<file path="config.mk">
export PLATFORM = sky130hd
export DESIGN_NAME = not_pipe_elastic
export DESIGN_NICKNAME = d
export VERILOG_FILES = /design/src/rtl/not_pipe_elastic.sv
export SDC_FILE = /design/constraint.sdc
export NUM_CORES = 1
export LEC_CHECK = 0
export ABC_AREA = 1
export CORE_MARGIN = 1.5
export CORE_UTILIZATION = 50
export CTS_CLUSTER_SIZE = 10
export DETAILED_ROUTE_END_ITERATION = 8
export PLACE_DENSITY_LB_ADDON = 0.05
export SYNTH_ARGS = -nofsm -noshare
export SYNTH_HDL_FRONTEND = slang
export SYNTH_SLANG_ARGS = --single-unit
</file>
<file path="constraint.sdc">
create_clock -name clk -period 3.2 [get_ports clk]
set_clock_uncertainty 0.1 [all_clocks]
set_input_delay 0.32 -clock clk [delete_from_list [all_inputs] [get_ports clk]]
set_output_delay 0.32 -clock clk [all_outputs]
set_load 0.01 [all_outputs]
</file>
<file path="src/rtl/not_pipe_elastic.sv">
// not_pipe_elastic: elastic valid/ready register pipeline with per-stage optional inversion
module not_pipe_elastic #(
    parameter int WIDTH = 8,
    parameter int DEPTH = 2,
    parameter logic [DEPTH-1:0] INV_MASK = DEPTH'(2'b10)
) (
    input  logic                         clk,
    input  logic                         rst,
    input  logic                         flush,
    input  logic                         in_valid,
    output logic                         in_ready,
    input  logic [WIDTH-1:0]             in_data,
    output logic                         out_valid,
    input  logic                         out_ready,
    output logic [WIDTH-1:0]             out_data,
    output logic [$clog2(DEPTH+1)-1:0]   count
);
    localparam int CW = $clog2(DEPTH+1);
    logic [DEPTH-1:0] r_v;
    logic [WIDTH-1:0] r_d [DEPTH];
    logic [CW-1:0]    r_cnt;
    logic [DEPTH:0]   w_rdy;
    logic [DEPTH-1:0] w_up_v;
    logic [WIDTH-1:0] w_up_d [DEPTH];
    logic             w_in_hs;
    logic             w_out_hs;
    // Ready ripples back from the sink; an empty stage is always ready so bubbles collapse
    always_comb begin
        w_rdy = '0;
        w_rdy[DEPTH] = out_ready;
        for (int k = DEPTH - 1; k >= 0; k--) w_rdy[k] = !r_v[k] || w_rdy[k+1];
    end
    // Each stage's upstream source: the input port for stage 0, the previous stage otherwise
    always_comb begin
        for (int k = 0; k < DEPTH; k++) begin
            w_up_v[k] = (k == 0) ? in_valid : r_v[(k == 0) ? 0 : k-1];
            w_up_d[k] = (k == 0) ? in_data : r_d[(k == 0) ? 0 : k-1];
        end
    end
    assign in_ready  = w_rdy[0] && !flush;
    assign out_valid = r_v[DEPTH-1];
    assign out_data  = r_d[DEPTH-1];
    assign count     = r_cnt;
    assign w_in_hs   = in_valid && in_ready;
    assign w_out_hs  = r_v[DEPTH-1] && out_ready;
    // Stage registers and occupancy; flush clears valids but leaves data untouched
    always_ff @(posedge clk or posedge rst) begin
        if (rst) begin
            r_v   <= '0;
            r_cnt <= '0;
            for (int k = 0; k < DEPTH; k++) r_d[k] <= '0;
        end else begin
            for (int k = 0; k < DEPTH; k++) begin
                if (flush) r_v[k] <= 1'b0;
                else if (w_rdy[k]) begin
                    r_v[k] <= w_up_v[k];
                    if (w_up_v[k]) r_d[k] <= w_up_d[k] ^ {WIDTH{INV_MASK[k]}};
                end
            end
            r_cnt <= flush ? '0 : r_cnt + CW'(w_in_hs) - CW'(w_out_hs);
        end
    end
endmodule

</file>
## Word level (Yosys, flattened, before mapping)

Index checks and enable logic that the tools add are counted.

| word-level totals | value |
|---|---|
| logic and storage cells | 26 |
| output and inout bits | 12 |
| bits of input ports | 13 |
| bits in registers | 20 |

| operators by class | value |
|---|---|
| add/subtract/negate cells | 2 |
| bitwise logic cells | 2 |
| reduce and logical (&&, ||, !) cells | 12 |
| mux-type cells | 5 |

Operator list:

| kind | number |
|---|---|
| inverter 8 bit | 1 |
| AND reduction 3 bit | 2 |
| 2-to-1 mux 1 bit | 4 |
| nonzero test 2 bit | 2 |
| logical AND 1 bit | 3 |
| zero test 1 bit | 3 |
| adder 2 x 1 -> 2 bit | 1 |
| logical OR 1 bit | 2 |
| 2-to-1 mux 2 bit | 1 |
| subtractor 2 x 1 -> 2 bit | 1 |
| inverter 1 bit | 1 |

## Depth between registers and ports, before layout

Gate-level depths: netlist of run 1.

| depth | value |
|---|---|
| word-level depth | 8 |
| gate-level depth with buffers | 9 |

## Worst setup path before layout of run 1

No wires, ideal clock.

| timing | value |
|---|---|
| path kind | input to register |
| start | input port in_valid |
| end | register r_cnt[1], in the netlist count[1] |
| path buffers | 0 |
| arrival time | 1.303 ns |
| slack | 1.678 ns |
| stages on the path | 8 |
| library setup time | 0.119 ns |
| cells stage by stage | inv_1 nor2_4 nand2_2 ha_1 inv_1 ha_1 a21oi_1 nor2_1 |

| on the way | value |
|---|---|
| cells in the longest elaborated chain, start to end | 4 |

RTL lines:

| what | line | source |
|---|---|---|
| start: declaration | 10 | `input logic in_valid,` |
| logical AND 1 bit | 44 | `assign w_in_hs = in_valid && in_ready;` |
| adder 2 x 1 -> 2 bit | 60 | `r_cnt <= flush ? '0 : r_cnt + CW'(w_in_hs) - CW'(w_out_hs);` |
| subtractor 2 x 1 -> 2 bit | 60 |  |
| 2-to-1 mux 2 bit | 60 |  |
| end signal: assignment | 60 |  |
| end: declaration | 21 | `logic [CW-1:0] r_cnt;` |

Every way passes these cells.
A chain may end at the register's enable or synchronous reset.

## Worst setup path after layout of run 1

| timing | value |
|---|---|
| start | input port out_ready |
| end | output port in_ready |

| on the way | value |
|---|---|
| cells in the longest elaborated chain, start to end | 3 |

RTL lines:

| what | line | source |
|---|---|---|
| start: declaration | 14 | `input logic out_ready,` |
| logical OR 1 bit (2 in series) | 31 | `for (int k = DEPTH - 1; k >= 0; k--) w_rdy[k] = !r_v[k] \|\| w_rdy[k+1];` |
| logical AND 1 bit | 40 | `assign in_ready = w_rdy[0] && !flush;` |
| end: declaration | 11 | `output logic in_ready,` |

Every way passes these cells.

==> flow_summary.ini, run 1 <==
[outcome]
status = complete, no violations

[critical_path]
crit_fanout = 11
setup.worst_path.start = out_ready
reg2reg_depth = 7
critical-path-top-delay-family = buffers and inverters
r2r_setup_slack_ps = 1270
start_kind = input pin
cp_num_buf_inv = 4
r2r-end = count[0]$_DFF_PP0_
cpPeakStageDelay_ps = 520
slowest_stage = clkdlybuf4s50_1
r2r_start = r_v[1]$_DFFE_PP0P_
critPathArrivalTime_ps = 1820
critPathRequiredTime_ps = 2780
crit_chain = clkdlybuf4s50_1, inv_1, nand3_1, nand2_1, inv_1, clkdlybuf4s50_1
worstSetupEndpointType = output pin
worstSetupPathType = input pin to output pin

[cells_and_area]
final_common_cell = nand2_1
drive_gt1_share_pct = 15.3
fin_nets = 134
seq_area_um2 = 500
fillers = 154
antenna_cells = 0
mostFrequentLayoutCells = nand2_1, clkdlybuf4s50_1, dfrtp_1
areaGrowthSynthToFinish_pct = 25.2
multiInputGateArea_um2 = 320

[global_routing]
first_global_vias = 633
antenna_found_initial = 0
grt_pass1_wl_mm = 2.55
grt_max_degree = 21
track_usage_pct = 16.8
overflow = 0

[power_and_ir_drop]
ir_worst_vdd_uv = 318
power.leakage_nw = 0.589
p_per_area_nw_per_um2 = 565

[sta]
setup_viol = 0
tns_ps = 0
rsz0062_at_grt = false
layout_setup_ws_ps = 960
period_minus_slack_ps = 2240
finalMaxSlewViolations = 0
relSlewSlack_pct = 50.5
max_freq_ghz = 0.446
hold_viol_final = 0
worst_pin_slew_ps = 742
period_share_pct = 70.0

[synth]
synth_warnings = 0
yosysTopAreaCellShare_pct = 52.8
synth.avg_cell_area_um2 = 9.47
synth.area.top_cells = dfrtp_1, nand2_1, o21ai_2
syn_inst = 100
synth.distinct_cells = 15
synth_seq_area_share_pct = 52.8
synth-seq-cells = 20
syn_nets = 115
syn_area_um2 = 947
synth_top_area_cell = dfrtp_1

[cts]
clock_path_buffers = 2
post_cts_buffers = 0
hold_buffers = 0
cts_max_level = 1
post_cts_resized = 0
cts_tree = yes
clk_pin_slew_ps = 120
cts-root-buf = clkbuf_4
insertion_delay_ps = 300
cts_buffers = 3
clock_sinks = 20

[placement]
hpwl_mm = 1.02
dpl_worst_slack_ps = 881
portBuffers = 24
routabilityCongestion = 0.696

[route]
drt_first_pass_iters = 4
via_count = 679
route.antenna.remaining_nets = 0
drc = 0
routed_wirelength_mm = 1.41
drt-initial-drc-count = 19
routed_via_density = 4.75
avgRoutedWirePerCell_um = 9.89

[die]
die_x_um = 46.5
initial_core_util_pct = 54.3
rows = 15
dieArea_um2 = 2160
ioPinCount = 25
die_h_um = 46.5
core_um2 = 1750

[flow_run]
drv_cap = 0

[hold_path]
hp-class = input pin to async pin
## worst max path at each step
stage                              end  slack [ps]  depth (start not counted)
finish                        in_ready         960                          6
global route                  in_ready         840                          6
CTS                           in_ready         950                          6
detailed placement  count[1]$_DFF_PP0_         880                          9
global placement    count[0]$_DFF_PP0_         910                          9
floorplan           count[1]$_DFF_PP0_        1680                          8
## state kept, by name, indices dropped and copies added (netlist names)
| signal | flops |
|---|---|
| count | 2 |
| out_data | 8 |
| r_d | 8 |
| r_v | 2 |
## where the power goes
| group | leakage [nW] | switching (mW) | internal, mW |
|---|---|---|---|
| Sequential | 0.249 | 0.0234 | 0.292 |
| Clock | 0.0279 | 0.0779 | 0.126 |
| Combinational | 0.312 | 0.0647 | 0.0850 |
| Total | 0.589 | 0.166 | 0.504 |
## stage by stage
| step | cells | total power [mW] | util (%) | cell area, um^2 | hold slack (ps) |
|---|---|---|---|---|---|
| 6_report | 143 | 0.670 | 68.0 | 1190 | 332 |
| 5_1_grt | 143 | 0.712 | 68.0 | 1190 | 384 |
| 3_3_place_gp | 139 | 0.470 | 64.9 | 1130 | 347 |
| 2_1_floorplan | 100 | 0.427 | - | 947 | 184 |
| 4_1_cts | 143 | 0.679 | 68.0 | 1190 | 357 |
| 3_5_place_dp | 139 | 0.473 | 64.9 | 1130 | 352 |
## area by class of cell
cell class	count	area share, %
clock buffer	3	1.90
sequential	20	42.2
tap	25	2.64
clock inverter	1	2.53
multi-input combinational	59	27.0
inverter	11	3.48
timing repair buffer	24	20.3
## logic make-up after synthesis
family	Yosys count	synth area share, %
compound gates	11	8.98
fa+ha+maj	2	2.64
buf+inv	21	13.3
flops	20	52.8
simple gates	46	22.2
## per-layer routing
metal / up-vias / share of wire [%] / track usage (%)
li1: 344 / - / -
met3: 2 / 4.1 / 3.53
met5: - / 0 / 0
met2: 16 / 49 / 28.9
met1: 317 / 46 / 20.3
met4: 0 / 0.85 / 6.86
## synth_stat cells
master / instances
nor2_4: 1
buf_4: 8
nand2_2: 3
buf_2: 1
nand3_1: 10
inv_1: 11
buf_12: 1
a21oi_1: 3
dfrtp_1: 20
nand2_1: 28
nor2_1: 2
nand2_4: 1
o21ai_2: 8
ha_1: 2
nor2_2: 1
## worst reg2reg max path, delay by kind of cell, from the launching register on
| family | cells | cell delay [ps] |
|---|---|---|
| fa+ha+maj | 2 | 590 |
| buf+inv | 2 | 80 |
| flops | 1 | 430 |
| simple gates | 3 | 590 |
Note: power is estimated with default switching activity, not from simulation.
==> run 2, diff against run 1 <==
Settings changed: CORE_UTILIZATION 50 to 46.
Clock period 3.2 ns to 2.1 ns, I/O delays scaled along.
==> run 2 against run 1 <==
Against the previous run:
- non-clock buffer count increased by 4
- total power increased by 34%
- clock power decreased by 13%
- first-iteration DRC count decreased by 68%
- utilization decreased by 6.7 points
- critical path depth decreased by 2
- hold slack got worse by 210 ps
- register-to-register slack got worse by 770 ps
- die area increased by 8.1%
- critical endpoint unchanged
- largest cell class unchanged
==> flow_summary.ini, run 2 (synthesized netlist as in run 1, its figures left out) <==
[power_and_ir_drop]
power.leakage_nw = 0.593
ir_worst_vdd_uv = 476
p_per_area_nw_per_um2 = 754

[cts]
post_cts_resized = 0
clock_path_buffers = 2
clock_sinks = 20
insertion_delay_ps = 290
cts-root-buf = clkbuf_4
clk_pin_slew_ps = 110
cts_max_level = 1
cts_buffers = 3
hold_buffers = 0
cts_tree = yes
post_cts_buffers = 0

[flow_run]
drv_cap = 0

[global_routing]
use_met1_pct = 19.5
use_met2_pct = 28.0
overflow = 0
gr-max-usage-layer = met2
track_usage_pct = 16.2
antenna_found_initial = 0
use_met3_pct = 2.78
grt_max_degree = 21
first_global_vias = 681
grt_pass1_wl_mm = 2.88

[route]
drt_first_pass_iters = 4
avgRoutedWirePerCell_um = 10.8
drt-initial-drc-count = 6
route.antenna.remaining_nets = 0
routed_via_density = 4.76
drc = 0
via_count = 705
routed_wirelength_mm = 1.60

[critical_path]
worstSetupPathType = flip-flop to output pin
r2r-end = count[0]$_DFF_PP0_
critical-path-top-delay-family = buffers and inverters
worstSetupEndpointType = output pin
cpPeakStageDelay_ps = 520
critPathArrivalTime_ps = 1620
critPathRequiredTime_ps = 1790
start_kind = flip-flop
crit_chain = nand3_1, nand2_1, inv_1, clkdlybuf4s50_1
r2r_setup_slack_ps = 500
slowest_stage = clkdlybuf4s50_1
r2r_start = r_v[1]$_DFFE_PP0P_
reg2reg_depth = 7
crit_fanout = 6
cp_num_buf_inv = 2

[sta]
period_minus_slack_ps = 1930
max_freq_ghz = 0.519
worst_pin_slew_ps = 287
hold_viol_final = 0
period_share_pct = 91.7
tns_ps = 0
relSlewSlack_pct = 80.8
finalMaxSlewViolations = 0
rsz0062_at_grt = false
setup_viol = 0

[die]
die_h_um = 48.4
initial_core_util_pct = 48.8
rows = 16
ioPinCount = 25
dieArea_um2 = 2340
core_um2 = 1940
die_x_um = 48.4

[cells_and_area]
fin_nets = 138
mostFrequentLayoutCells = nand2_1, clkdlybuf4s50_1, dfrtp_1
drive_gt1_share_pct = 17.4
stdcell_area_um2 = 1190
fillers = 195
antenna_cells = 0
final_common_cell = nand2_1
areaGrowthSynthToFinish_pct = 25.5

[placement]
hpwl_mm = 1.20
routabilityCongestion = 0.723
portBuffers = 24
placed_area_um2 = 1170

[outcome]
status = complete, no violations

[hold_path]
hp-class = input pin to async pin
-- run 2: changes by cell type in the layout (fill, tap and decap cells not counted), sizes merged --
cell | before | now
buf | 0 | 4
bufinv | 1 | 0
-- run 2: layout make-up --
type | count | area [um^2] | share of cell area [%]
timing repair buffer | 28 | 270 | 22.7
inverter | 11 | 41.3 | 3.47
multi-input combinational | 59 | 320 | 26.9
clock buffer | 3 | 22.5 | 1.89
sequential | 20 | 500 | 42.1
tap | 27 | 33.8 | 2.84
-- run 2: worst register-to-register path: stages (launching register included) --
cell     delay [ps]
dfrtp_1         430
nand3_1         230
nand2_2          80
ha_1            270
inv_1            30
ha_1            260
inv_1            50
nor2_1           30
-- run 2: worst max path at each step --
stage	endpoint	depth (start not counted)	slack, ps	start
floorplan	count[1]$_DFF_PP0_	7	600	r_v[1]$_DFFE_PP0P_
global placement	count[0]$_DFF_PP0_	8	230	flush
detailed placement	count[0]$_DFF_PP0_	9	200	out_ready
CTS	in_ready	4	160	r_v[1]$_DFFE_PP0P_
global route	in_ready	4	60	r_v[1]$_DFFE_PP0P_
finish	in_ready	4	170	r_v[1]$_DFFE_PP0P_
-- run 2: report_power, final --
part / switching [mW] / total (mW) / internal (mW)
combinational: 0.101 / 0.235 / 0.134
clock: 0.110 / 0.177 / 0.0667
sequential: 0.0388 / 0.484 / 0.445
-- run 2: through the flow --
step	setup slack [ps]	power, mW	hold slack [ps]	utilization (%)	cells
finish	175	0.896	123	61.2	148
global route	57.7	0.956	146	61.2	148
CTS	158	0.912	126	61.2	148
detailed placement	200	0.733	355	60.1	145
global placement	228	0.723	346	60.1	145
floorplan	597	0.651	73.8	-	100
-- run 2: routing by layer --
layer / vias up / share of wire, %
li1: 351 / -
met1: 335 / 45
met2: 15 / 49
met3: 4 / 3.6
met4: 0 / 2.4
met5: - / 0
==> run 3, diff against run 2 <==
Settings changed: GPL_TIMING_DRIVEN set to 0.
==> run 3 against run 2 <==
Against the previous run:
- total power up 10%
- critical endpoint unchanged
- global-route usage is 0.11 points higher
- utilization increased by 3.9 points
- final cell count is 4.7% higher
- combinational power grew 20%
- final area rose by 6.3%
- flip-flop and latch count stayed put
- fmax down 2.3%
- wire length increased by 5.6%
- worst setup slack got worse by 45 ps
==> flow_summary.ini, run 3 (synthesized netlist as in run 1, its figures left out) <==
[outcome]
status = complete, no violations

[die]
dieArea_um2 = 2340
ioPinCount = 25
die_x_um = 48.4
initial_core_util_pct = 48.8
core_um2 = 1940
die_h_um = 48.4
rows = 16

[cells_and_area]
stdcell_area_um2 = 1260
fin_nets = 144
drive_gt1_share_pct = 21.9
antenna_cells = 0
mostFrequentLayoutCells = nand2_1, clkdlybuf4s50_1, dfrtp_1
multiInputGateArea_um2 = 320
areaGrowthSynthToFinish_pct = 33.4
final_common_cell = nand2_1
seq_area_um2 = 500
fillers = 181

[route]
route.antenna.remaining_nets = 0
drt_first_pass_iters = 4
routed_via_density = 4.71
routed_wirelength_mm = 1.69
drc = 0
avgRoutedWirePerCell_um = 10.9
via_count = 730
drt-initial-drc-count = 10

[critical_path]
cp_num_buf_inv = 3
reg2reg_depth = 7
cp-endpoint = in_ready
worstSetupPathType = flip-flop to output pin
r2r_setup_slack_ps = 450
cpPeakStageDelay_ps = 520
critPathArrivalTime_ps = 1660
slowest_stage = clkdlybuf4s50_1
critical-path-top-delay-family = buffers and inverters
start_kind = flip-flop
critPathRequiredTime_ps = 1790
r2r-end = count[1]$_DFF_PP0_
cp.depth = 5
setup.worst_path.start = r_v[1]$_DFFE_PP0P_
r2r_start = r_v[1]$_DFFE_PP0P_
crit_chain = nand3_1, buf_6, nand2_1, inv_1, clkdlybuf4s50_1
crit_fanout = 10
worstSetupEndpointType = output pin

[sta]
period_share_pct = 93.8
finalMaxSlewViolations = 0
max_freq_ghz = 0.507
hold_viol_final = 0
period_minus_slack_ps = 1970
setup_viol = 0
rsz0062_at_grt = false
relSlewSlack_pct = 49.8
layout_setup_ws_ps = 129
worst_pin_slew_ps = 752

[global_routing]
grt_max_degree = 21
overflow = 0
track_usage_pct = 16.4
first_global_vias = 689
grt_pass1_wl_mm = 2.92
antenna_found_initial = 0

[cts]
cts-root-buf = clkbuf_4
clock_sinks = 20
clk_pin_slew_ps = 110
clock_path_buffers = 2
post_cts_resized = 0
hold_buffers = 0
cts_buffers = 3
post_cts_buffers = 0
cts_max_level = 1
cts_tree = yes
insertion_delay_ps = 290

[placement]
portBuffers = 24
placed_area_um2 = 1220
routabilityCongestion = 0.716
hpwl_mm = 1.21
dpl_worst_slack_ps = -98.2

[power_and_ir_drop]
ir_worst_vdd_uv = 436
p_per_area_nw_per_um2 = 782
power.leakage_nw = 0.638

[hold_path]
hp-class = input pin to async pin

[flow_run]
drv_cap = 0
[run 3: cell count changes in the layout (fill, tap and decap cells not counted), sizes merged]
cell | previous run | this run
buf | 4 | 10
clkbuf | 3 | 4
[run 3: per-stage QoR]
stage                     setup TNS (ps)  hold WS, ps  util, %  power [mW]  cells
after floorplan                        0         73.8        -       0.651    100
final                                  0          235     65.1       0.989    155
after global routing                   0          317     65.1        1.05    155
after detailed placement            -188          346     62.9       0.780    151
after CTS                              0          264     64.8        1.00    155
after global placement              -158          342     62.9       0.769    151
[run 3: area by class of cell]
class	count	share of cell area, %
repair buffers	24	19.0
well taps	27	2.67
flip-flops and latches	20	39.6
multi-input cells	59	25.3
inverters	11	3.27
plain buffers	10	7.23
clock buffers	4	2.87
[run 3: layer usage]
metal	wire length (um)	vias up	share of wire [%]	track usage, %
met2	883	18	52	28.7
met1	697	344	41	19.0
met5	0	-	0	0
met4	36	0	2.1	8.10
li1	-	364	-	-
met3	71	4	4.2	3.40
[run 3: worst min-delay path by stage]
stage,startpoint,to,slack (ps),cells after the start
2_1_floorplan,rst,count[0]$_DFF_PP0_,70,1
3_3_place_gp,r_d[15]$_DFFE_PP0P_,out_data[7]$_DFFE_PP0P_,340,1
3_5_place_dp,r_d[8]$_DFFE_PP0P_,out_data[0]$_DFFE_PP0P_,350,1
4_1_cts,rst,r_d[13]$_DFFE_PP0P_,260,2
5_1_grt,rst,r_d[9]$_DFFE_PP0P_,320,2
6_report,rst,out_data[0]$_DFFE_PP0P_,240,2
[run 3: power by group]
group	internal (mW)	switching, mW	total [mW]
Combinational	0.173	0.110	0.283
Clock	0.106	0.116	0.221
Sequential	0.445	0.0390	0.484
Total	0.724	0.265	0.989
